**src/rtl/dpll_freq_lock_ctrl.sv**
```systemverilog
`timescale 1ns/1ps
`default_nettype none
// +--------------------------------------------------------------------------+
// | dpll_freq_lock_ctrl: windowed dco_out edge counter that steps the DCO     |
// | tuning index toward a target count and flags lock/rail conditions.        |
// | Revision: 1.0                                                              |
// +--------------------------------------------------------------------------+
module dpll_freq_lock_ctrl #(
  parameter int WINDOW     = 1024,
  parameter int CNT_W      = 12,
  parameter int SETTLE_CYC = 64,
  parameter int LOCK_WINS  = 4,
  parameter int INIT_TUNE  = 8
) (
  input  logic             clk,
  input  logic             rst_n,
  input  logic             start,
  input  logic [CNT_W-1:0] target_cnt,
  input  logic [CNT_W-1:0] tol,
  input  logic             dco_out,
  output logic [7:0]       dco_code,
  output logic             dco_en,
  output logic             locked,
  output logic             railed,
  output logic             meas_valid,
  output logic [CNT_W-1:0] meas_count
);

  localparam int         WIN_W    = (WINDOW > 1) ? $clog2(WINDOW) : 1;
  localparam int         SET_W    = $clog2(SETTLE_CYC + 1);
  localparam int         LK_W     = $clog2(LOCK_WINS + 1);
  localparam logic [3:0] TUNE_RST = 4'(INIT_TUNE);

  typedef enum logic [1:0] {
    IDLE    = 2'd0,
    MEASURE = 2'd1,
    EVAL    = 2'd2,
    SETTLE  = 2'd3
  } state_t;

  state_t             state_q;
  logic [3:0]         tune_q;
  logic               dco_q;
  logic [CNT_W-1:0]   edge_cnt_q;
  logic [WIN_W-1:0]   win_cnt_q;
  logic [SET_W-1:0]   settle_cnt_q;
  logic [LK_W-1:0]    lock_cnt_q;
  logic               step_q;
  logic               dco_en_q;
  logic               locked_q;
  logic               railed_q;
  logic               meas_valid_q;
  logic [CNT_W-1:0]   meas_count_q;

  logic               rise;
  logic [CNT_W-1:0]   cnt_d;
  logic [CNT_W:0]     cnt_x;
  logic [CNT_W:0]     hi_b;
  logic [CNT_W:0]     lo_b;
  logic               in_band;
  logic               too_fast;
  logic               at_rail;
  logic [3:0]         tune_d;
  logic [LK_W-1:0]    lock_d;

  // Band arithmetic is one bit wider than the counter so target+tol never wraps.
  always_comb begin
    rise  = dco_out & ~dco_q;
    cnt_d = edge_cnt_q;
    if (rise && (edge_cnt_q != '1)) begin
      cnt_d = edge_cnt_q + CNT_W'(1);
    end
    cnt_x    = {1'b0, cnt_d};
    hi_b     = {1'b0, target_cnt} + {1'b0, tol};
    lo_b     = (tol > target_cnt) ? '0 : ({1'b0, target_cnt} - {1'b0, tol});
    in_band  = (cnt_x >= lo_b) && (cnt_x <= hi_b);
    too_fast = (cnt_x > hi_b);
    at_rail  = too_fast ? (tune_q == 4'hF) : (tune_q == 4'h0);
    tune_d   = too_fast ? (tune_q + 4'd1) : (tune_q - 4'd1);
    lock_d   = (lock_cnt_q == LK_W'(LOCK_WINS)) ? lock_cnt_q : (lock_cnt_q + LK_W'(1));
  end

  // The window verdict is registered on the last MEASURE edge so every
  // result is already visible on the outputs during the EVAL cycle.
  always_ff @(posedge clk or negedge rst_n) begin
    if (!rst_n) begin
      state_q      <= IDLE;
      tune_q       <= TUNE_RST;
      dco_q        <= 1'b0;
      edge_cnt_q   <= '0;
      win_cnt_q    <= '0;
      settle_cnt_q <= '0;
      lock_cnt_q   <= '0;
      step_q       <= 1'b0;
      dco_en_q     <= 1'b0;
      locked_q     <= 1'b0;
      railed_q     <= 1'b0;
      meas_valid_q <= 1'b0;
      meas_count_q <= '0;
    end else begin
      dco_q        <= dco_out;
      meas_valid_q <= 1'b0;
      if (!start) begin
        state_q    <= IDLE;
        dco_en_q   <= 1'b0;
        locked_q   <= 1'b0;
        lock_cnt_q <= '0;
        railed_q   <= 1'b0;
      end else begin
        case (state_q)
          IDLE: begin
            state_q    <= MEASURE;
            dco_en_q   <= 1'b1;
            edge_cnt_q <= '0;
            win_cnt_q  <= '0;
          end
          MEASURE: begin
            edge_cnt_q <= cnt_d;
            if (win_cnt_q == WIN_W'(WINDOW - 1)) begin
              state_q      <= EVAL;
              meas_count_q <= cnt_d;
              meas_valid_q <= 1'b1;
              if (in_band) begin
                lock_cnt_q <= lock_d;
                locked_q   <= (lock_d == LK_W'(LOCK_WINS));
                railed_q   <= 1'b0;
                step_q     <= 1'b0;
              end else begin
                lock_cnt_q <= '0;
                locked_q   <= 1'b0;
                railed_q   <= at_rail;
                step_q     <= ~at_rail;
                if (!at_rail) begin
                  tune_q <= tune_d;
                end
              end
            end else begin
              win_cnt_q <= win_cnt_q + WIN_W'(1);
            end
          end
          EVAL: begin
            if (step_q) begin
              state_q      <= SETTLE;
              settle_cnt_q <= '0;
            end else begin
              state_q    <= MEASURE;
              edge_cnt_q <= '0;
              win_cnt_q  <= '0;
            end
          end
          SETTLE: begin
            if (settle_cnt_q == SET_W'(SETTLE_CYC - 1)) begin
              state_q    <= MEASURE;
              edge_cnt_q <= '0;
              win_cnt_q  <= '0;
            end else begin
              settle_cnt_q <= settle_cnt_q + SET_W'(1);
            end
          end
          default: state_q <= IDLE;
        endcase
      end
    end
  end

  assign dco_code   = {tune_q, 4'b0001};
  assign dco_en     = dco_en_q;
  assign locked     = locked_q;
  assign railed     = railed_q;
  assign meas_valid = meas_valid_q;
  assign meas_count = meas_count_q;

endmodule
`default_nettype wire

```
**config.mk**
```make
export PLATFORM = sky130hd
export DESIGN_NAME = dpll_freq_lock_ctrl
export DESIGN_NICKNAME = d
export VERILOG_FILES = /design/src/rtl/dpll_freq_lock_ctrl.sv
export SDC_FILE = /design/constraint.sdc
export NUM_CORES = 1
export LEC_CHECK = 0
export ABC_AREA = 1
export ABC_CLOCK_PERIOD_IN_PS = 3500
export BUFFER_PORTS_ARGS = -buffer_cell sky130_fd_sc_hd__buf_2
export CORE_ASPECT_RATIO = 1.5
export CORE_MARGIN = 2
export CORE_UTILIZATION = 45
export DETAILED_ROUTE_END_ITERATION = 8
export PLACE_DENSITY_LB_ADDON = 0.12
export SLEW_MARGIN = 20
export SYNTH_ARGS = -nofsm -noshare
export SYNTH_HDL_FRONTEND = slang
export SYNTH_SLANG_ARGS = --single-unit
```
**constraint.sdc**
```tcl
create_clock -name clk -period 3.5 [get_ports clk]
set_input_delay 0.7 -clock clk [delete_from_list [all_inputs] [get_ports clk]]
set_output_delay 0.7 -clock clk [all_outputs]
set_load 0.005 [all_outputs]
```
# Word level (Yosys, flattened, before mapping)
# Index checks and enable logic that the tools add are counted.
[op_classes]
n_addsub = 8
bitwise_logic = 4
n_eq_ne = 19
reduce_logical = 12
muxes = 38
magnitude_cmp = 4
[ops]
columns = ["op", "n"]
rows = [
  ["12-bit one-hot mux with 4 select lines", 1],
  ["10-bit one-hot mux with 4 select lines", 1],
  ["12-bit two-way mux", 3],
  ["10-bit two-way mux", 3],
  ["1-bit two-way mux", 15],
  ["3-bit two-way mux", 5],
  ["7-bit two-way mux", 2],
  ["7-bit one-hot mux with 2 select lines", 1],
  ["12-bit by 12-bit adder with 13-bit output", 1],
  ["12-bit by 13-bit greater-or-equal comparator with 1-bit output", 1],
  ["12-bit by 13-bit greater-than comparator with 1-bit output", 1],
  ["12-bit by 13-bit less-or-equal comparator with 1-bit output", 1],
  ["13-bit two-way mux", 1],
  ["12-bit by 12-bit subtractor with 13-bit output", 1],
  ["12-bit by 1-bit adder with 12-bit output (second input constant)", 1],
  ["12-bit greater-than comparator", 1],
  ["12-bit inequality test (second input constant)", 1],
  ["10-bit by 1-bit adder with 10-bit output (second input constant)", 1],
  ["10-bit equality test (second input constant)", 1],
  ["2-bit inequality test (second input constant)", 5],
  ["2-bit two-way mux", 4],
  ["2-bit one-hot mux with 4 select lines", 1],
  ["4-bit AND reduction", 2],
  ["7-bit by 1-bit adder with 7-bit output (second input constant)", 1],
  ["20 further kinds", 30],
]
[totals]
ff_bits = 56
out_inout_bits = 24

# Depth between registers and ports, before layout
# Gate-level depths: netlist (run 1).
[logic_depth]
depth_word = 10
ltp_mapped = 28
mapped_depth_nobuf = 27

# Worst setup path before layout (run 1)
# No wires, ideal clock.
[synth_timing]
path_kind = "input to register"
from = "in tol[6]"
to = "reg tune_q[3]"
t_required_ps = 3440
slack_ps = -348
arrival_ps = 3788
stages = 24
n_path_buf = 1
path_cell_list = "inv_1 -> ha_1 -> buf_2 -> inv_1 -> nand2_1 -> nor3_1 -> nand4_1 -> nand3_1 -> a21oi_1 -> o21ai_0 -> xor2_1 -> ha_1 -> nand3_1 -> nor2_1 -> a31oi_1 -> nand3_4 -> ha_1 -> nand2_1 -> nand2_1 -> a31oi_1 -> nand3_1 -> nand2_1 -> nand4_1 -> nand2_1"
[synth_between]
elab_chain_len = 6
elab_cells_between_ends = 13
cone_classes = "2 x add/sub; 4 x order compare; 3 x mux; 2 x bitwise; 2 x reduce/logical"
[synth_lines]
columns = ["item", "line_no", "text"]
rows = [
  ["start, declared", "19", "input logic [CNT_W-1:0] tol,"],
  ["12-bit by 12-bit subtractor with 13-bit output / 12-bit greater-than comparator (equally long branches)", "75", "lo_b = (tol > target_cnt) ? '0 : ({1'b0, target_cnt} - {1'b0, tol});"],
  ["13-bit two-way mux", "75", ""],
  ["12-bit by 13-bit greater-or-equal comparator with 1-bit output", "76", "in_band = (cnt_x >= lo_b) && (cnt_x <= hi_b);"],
  ["1-bit logical AND", "76", ""],
  ["1-bit inverter (no source line)", "n/a", ""],
  ["5-bit AND reduction (no source line)", "n/a", ""],
  ["end signal, assigned", "134", "tune_q <= tune_d;"],
  ["end, declared", "42", "logic [3:0] tune_q;"],
]
# Several ways; a longest one is shown, not always the timed one.
# A chain may end at the register's enable or synchronous reset.

# Worst setup path after layout (run 1)
[layout_timing]
from = "in target_cnt[6]"
to = "reg tune_q[1]"
[layout_between]
elab_cells_between_ends = 13
cone_classes = "2 x add/sub; 4 x order compare; 3 x mux; 2 x bitwise; 2 x reduce/logical"
[layout_rtl]
columns = ["item", "line_no", "text"]
rows = [
  ["start, declared", "18", "input logic [CNT_W-1:0] target_cnt,"],
  ["12-bit by 12-bit adder with 13-bit output", "74", "hi_b = {1'b0, target_cnt} + {1'b0, tol};"],
  ["12-bit by 13-bit greater-than comparator with 1-bit output", "77", "too_fast = (cnt_x > hi_b);"],
  ["4-bit two-way mux", "79", "tune_d = too_fast ? (tune_q + 4'd1) : (tune_q - 4'd1);"],
  ["via tune_d[1]", "63", "logic [3:0] tune_d;"],
]
# The timed path passes the listed nets, and every way through them passes these cells.

==> impl_results.md, run 1 <==
* Status: complete, no violations
* Clock slew at reported path FFs at 0.07 ns
* Syn Inst Count at 710
* Fin area at 0.00680 sq mm
* Vias in the first global route at 5043
* Synth area leaders: dfrtp_1 (27%), ha_1 (14%), nand2_1 (14%)
* Critical-path maximum fanout at 3
* TritonCTS clock tree: built
* Netlist cell types at 53
* Tightest Hold Check Type: input pin to asynchronous set/reset pin
* Worst-path cell chain: buf_2 > ha_4 > inv_4 > buf_4 > buf_4 > nand2_1 > nor2_1 > nor2_1 > o21ai_2 > xor2_1 > ha_1 > nand2_1 > inv_2 > nand2_2 > nor2_4 > nand2_2 > nand2_2 > nand3_4 > buf_4 > fa_2 > nand4_1 > nand2_1
* Post-DP Area at 0.00616 sq mm
* Peak supply drop at 0.212 mV
* Seq cells post-synth at 56
* DRT iter0 DRCs at 186
* Synth async-reset ratio at 100%
* Cell Area, Synth at 0.00516 sq mm
* Layout Utilization at 61.2%
* Die width at 91.4 um
* CTS Buffer Depth at 2
* Core area at 0.0111 sq mm
* Pwr dens at 357 mW/mm^2
* CP startpoint kind: input pin
* Number of max-cap violations at 0
* Primary FF master, synth: dfrtp_1
* Syn-to-layout area delta at 31.8%
* Fillers at 1020
* GRT Overall Usage at 22.3%
* CP endpoint kind: flop
* Setup TNS at 0 ns
* Largest net degree at the start of global routing at 30
* CP max stage delay at 0.51 ns
* Final Hold Fails at 0
* Antenna violations before repair at 0
* Most frequent cell after synthesis: nand2_1
* Final WL at 13800 um
* Rel. slew slack at 56.4%
* Site Rows at 47
* DR vias at 4972
* Die footprint at 0.0124 sq mm
* Fin nets at 931
* Clock latency on the worst-skew pair at 0.30 ns
* CTS H-tree depth at 2
* Post-route ant nets at 0
* Setup Viol. Count Final at 0
* Synth cell count leaders: nand2_1 (190), inv_1 (113), ha_1 (59)
* Period utilization at 98.9%
* Initial core utilization at 46.4%
* Max-slew violation count at 0
* First-pass GRT wire length at 22300 um
* Arrival time at the worst endpoint at 3.70 ns
* Wire length per cell at 13.9 um
* Final min period at 3.46 ns
* Critical path data required time at 3.73 ns
* Seq/Total Area, Yosys at 27.2%
* CTS Buf Count at 5
* RSZ-0062 raised after global routing: true
* Post-synth EDFFs at 0
* Syn_area_per_cell at 7.26 sq um
* Slowest CP cell: fa_2
* CTS Hold Bufs at 0
* Yosys warning count at 0
* Ant. Diodes at 0
* DRC at 0
* TritonRoute pass-1 iters at 4
* Transition time of the tightest slew-check pin at 0.654 ns
* Die height at 135 um
* Root Driver: clkbuf_16
* Congestion Overflow GR at 0
* GP Congestion at 0.875
* Vias per cell at 5.03
* Setup CP Type: input pin to flop
* Fmax at 289 MHz
* PortBufs at 47
* IO Count at 52
* CTS Sinks at 56
* Fraction of layout cells with a size suffix above 1 at 31.0%
* Leakage power at 3.54 nW
* Final HPWL DP at 11100 um
* Post-synth top area cell: dfrtp_1
* Tot Pwr at 2.43 mW
* Clock skew at 0.00479 ns
* Yosys top cell area share at 26.7%
worst paths after layout:
kind,to,depth (start not counted),start,slack [ns]
setup / recovery,tune_q[1],22,target_cnt[6],0.04
max in group asynchronous,tune_q[3],2,rst_n,2.34
hold reg to reg,locked,2,locked,0.49
hold / removal,settle_cnt_q[3],1,rst_n,0.42
min in group clk,locked,2,locked,0.49
setup reg to reg,tune_q[1],20,edge_cnt_q[8],0.10
flip-flops by register name (all words and copies together), names as in the netlist:
signal / count
win_cnt_q: 10
meas_valid: 1
railed: 1
locked: 1
lock_cnt_q: 3
settle_cnt_q: 7
tune_q: 4
step_q: 1
meas_count: 12
dco_q: 1
dco_en: 1
edge_cnt_q: 12
state_q: 2
report_power, final:
group | switching (mW) | internal [mW] | leakage, nW
Combinational | 0.548 | 0.409 | 2.69
Clock | 0.235 | 0.482 | 0.104
Sequential | 0.0474 | 0.703 | 0.743
through the flow:
stage	instances	hold slack (ns)	setup WS, ns
finish	989	0.424	0.0392
detailed placement	973	0.472	-0.460
global placement	973	0.460	-0.378
CTS	984	0.449	0.00583
floorplan	712	0.404	-0.0983
global route	989	0.482	-0.110
per-layer routing:
metal | wire, um | part of all wire (%) | vias to the layer above | global-route usage, %
met3 | 220 | 1.6 | 30 | 1.40
li1 | - | - | 2529 | -
met2 | 7910 | 57 | 79 | 45.8
met5 | 0 | 0 | - | 0
met1 | 5030 | 36 | 2334 | 21.3
met4 | 636 | 4.6 | 0 | 12.0
cells by family (layout without fill, tap and decap cells):
group	count (synthesis)	count (layout)	share of synthesized area, %
buf+inv	136	265	10.9
xor+xnor	25	25	4.39
simple gates	337	338	31.1
fa+ha+maj	62	62	15.5
compound gates	92	92	10.8
flops	56	56	27.2
other cells	2	4	0.146
final cells by class:
type	instances	area, sq um	area share [%]
multi-input combinational	521	3570	52.6
clock inverter	3	90.1	1.33
timing repair buffer	137	950	14.0
inverter	120	473	6.96
clock buffer	5	125	1.84
sequential	56	1400	20.6
tap	147	184	2.71
worst max-delay path: cells and delay by family:
family          cells  cell delay [ns]
compound gates      1             0.07
xor+xnor            1             0.15
fa+ha+maj           3             1.09
buf+inv             6             0.64
simple gates       11             1.00
what timing repair did:
action,in CTS,in global routing
setup endpoints to repair,2,10
buffers inserted,3,4
gates resized for setup,29,53
pin swaps,23,35
gates cloned,0,1
cell usage in the layout (no fill, tap or decap), types with 8 or more instances in the layout:
master,synthesis,routed
o21ai_1,8,9
nor3_1,13,12
a21oi_1,27,22
ha_4,0,11
nand4_1,12,12
nand2_1,190,175
o22ai_1,8,8
nor2_1,46,39
nand2_2,4,18
inv_2,7,13
nor2_2,6,10
buf_4,9,92
xor2_1,22,21
ha_1,59,48
inv_1,113,102
dfrtp_1,55,55
buf_2,5,41
o21ai_0,24,21
nand3_1,33,29
Note: power is estimated with default switching activity, not from simulation.
==> run 2: changes to the inputs <==
--- a/config.mk
+++ b/config.mk
@@ -9,10 +9,10 @@
 export ABC_CLOCK_PERIOD_IN_PS = 3500
 export BUFFER_PORTS_ARGS = -buffer_cell sky130_fd_sc_hd__buf_2
 export CORE_ASPECT_RATIO = 1.5
-export CORE_MARGIN = 2
 export CORE_UTILIZATION = 45
 export DETAILED_ROUTE_END_ITERATION = 8
 export PLACE_DENSITY_LB_ADDON = 0.12
+export RECOVER_POWER = 50
 export SLEW_MARGIN = 20
 export SYNTH_ARGS = -nofsm -noshare
 export SYNTH_HDL_FRONTEND = slang
==> run 2 against run 1 <==
  * First-iteration DRC count is 13% higher
  * Non-clock buffer count is 7 higher
  * Power is 7.1% lower
  * Setup slack better by 0.0035 ns
  * Critical path depth is 1 higher
  * Final cell count is 0.61% higher
  * Combinational power is 0.7% higher
  * Core utilization is 0.26 points lower
  * Global-route usage is 1.3 points higher
  * Flip-flop and latch count stayed put
  * Worst hold slack better by 0.064 ns
  * Count of clock-buffer cells in the layout is 1 higher
  * Critical endpoint is now tune_q[3]
  * Largest cell class unchanged
==> impl_results.md, run 2 (synthesis results as in run 1) <==
* CTS Buffer Depth at 2
* Die footprint at 0.0119 sq mm
* Fillers at 1018
* Arrival time at the worst endpoint at 3.70 ns
* Status: complete, no violations
* Tot Pwr at 2.25 mW
* Final WL at 13500 um
* Wire length per cell at 13.6 um
* CTS Sinks at 56
* First-pass GRT wire length at 21900 um
* DRT iter0 DRCs at 211
* Period utilization at 98.8%
* Final HPWL DP at 10900 um
* Worst hold slack at 0.489 ns
* Number of max-cap violations at 0
* Core area at 0.0111 sq mm
* Fmax at 289 MHz
* DRC at 0
* CP endpoint kind: flop
* Max-slew violation count at 0
* Rel. slew slack at 5.31%
* Initial core utilization at 46.4%
* Fraction of layout cells with a size suffix above 1 at 30.9%
* TritonCTS clock tree: built
* Transition time of the tightest slew-check pin at 1.42 ns
* Critical-path maximum fanout at 5
* GRT Overall Usage at 23.6%
* Root Driver: clkbuf_16
* Post-route ant nets at 0
* Final Hold Fails at 0
* Congestion Overflow GR at 0
* Final std cells w/o fill at 995
* Antenna violations before repair at 0
* Leading cell type in the layout, fill and taps excluded: nand2_1
* Pwr dens at 333 mW/mm^2
* Clock latency on the worst-skew pair at 0.30 ns
* Peak supply drop at 0.188 mV
* Die width at 89.4 um
* Final min period at 3.46 ns
* Tightest Hold Check Type: flop to flop
* Cells after DPL at 972
* Worst hold path stage count at 2
* CTS Buf Count at 5
* Vias per cell at 5.02
* Fin nets at 937
* Setup Viol. Count Final at 0
* Clock skew at 0.0129 ns
* PortBufs at 47
* Leakage power at 3.54 nW
* Setup TNS at 0 ns
* CP startpoint kind: input pin
* DR vias at 4995
* Clock slew at reported path FFs at 0.08 ns
* Syn-to-layout area delta at 31.2%
* RSZ-0062 raised after global routing: true
* Setup CP Type: input pin to flop
* Critical path data required time at 3.74 ns
* Die height at 133 um
* Ant. Diodes at 0
* Vias in the first global route at 4984
* CTS Hold Bufs at 0
* Worst reg2reg path depth at 25
* IO Count at 52
* Site Rows at 47
* CTS H-tree depth at 2
* Largest net degree at the start of global routing at 57
* GP Congestion at 0.879
* Most frequent cells in the layout: nand2_1 (175), inv_1 (99), buf_4 (95)
* TritonRoute pass-1 iters at 4
-- run 2: cell count changes in the layout (fill, tap and decap cells not counted), sizes merged --
cell / previous run / this run
clkbuf: 5 / 11
nand3: 41 / 40
buf: 137 / 139
bufinv: 3 / 0
inv: 120 / 122
-- run 2: report_power, final --
part | total (mW) | switching [mW] | internal (mW) | leakage, nW
Combinational | 0.964 | 0.545 | 0.419 | 2.72
Sequential | 0.750 | 0.0466 | 0.703 | 0.743
Clock | 0.540 | 0.249 | 0.291 | 0.0779
-- run 2: timing repair --
item / in CTS / in global routing
gates resized for setup: 25 / 58
pin swaps: 18 / 47
buffers inserted: 2 / 14
setup endpoints to repair: 2 / 10
-- run 2: path summary, 6_finish.rpt --
check                              start              end  slack, ns
max in group asynchronous          rst_n        tune_q[1]       1.82
min in group asynchronous          rst_n  settle_cnt_q[2]       0.81
min reg2reg                       locked           locked       0.49
min                               locked           locked       0.49
max reg2reg                edge_cnt_q[1]        tune_q[3]       0.09
max                        target_cnt[5]        tune_q[3]       0.04
-- run 2: layer usage --
layer | vias up | wire [um] | part of all wire, % | global-route usage [%]
met4 | 0 | 571 | 4.2 | 11.2
li1 | 2544 | - | - | -
met1 | 2338 | 4890 | 36 | 23.0
met2 | 88 | 7830 | 58 | 47.6
met5 | - | 0 | 0 | 0
met3 | 25 | 236 | 1.7 | 1.49
-- run 2: final cells by class --
type	instances	area [sq um]	area share, %
multi-input combinational	520	3540	52.3
sequential	56	1400	20.7
timing repair buffer	144	1020	15.0
inverter	120	468	6.91
tap	147	184	2.72
clock buffer	6	139	2.05
clock inverter	2	17.5	0.259
-- run 2: worst max-delay path: stages --
cell and delay, ns:
buf_2 0.12, ha_4 0.25, inv_4 0.06, nand2_4 0.05, nor3_4 0.18, nand4_1 0.20
nand3_2 0.14, a21oi_2 0.05, o21ai_1 0.13, xor2_1 0.17, ha_1 0.27, nand3_2 0.10
nor2_4 0.05, a31oi_4 0.21, nand3_4 0.14, ha_4 0.26, nand2_1 0.05, nand2_1 0.05
a31oi_1 0.17, nand3_1 0.09, nand2_1 0.07, nand4_1 0.08, nand2_1 0.08
-- run 2: per-stage QoR --
stage / setup slack [ns] / area, sq um / util [%]
after global routing: -0.201 / 6770 / 60.9
after CTS: 0.000672 / 6430 / 57.9
after global placement: -0.384 / 6150 / 55.3
after detailed placement: -0.470 / 6150 / 55.3
after floorplan: -0.0983 / 5240 / -
final: 0.0428 / 6770 / 60.9
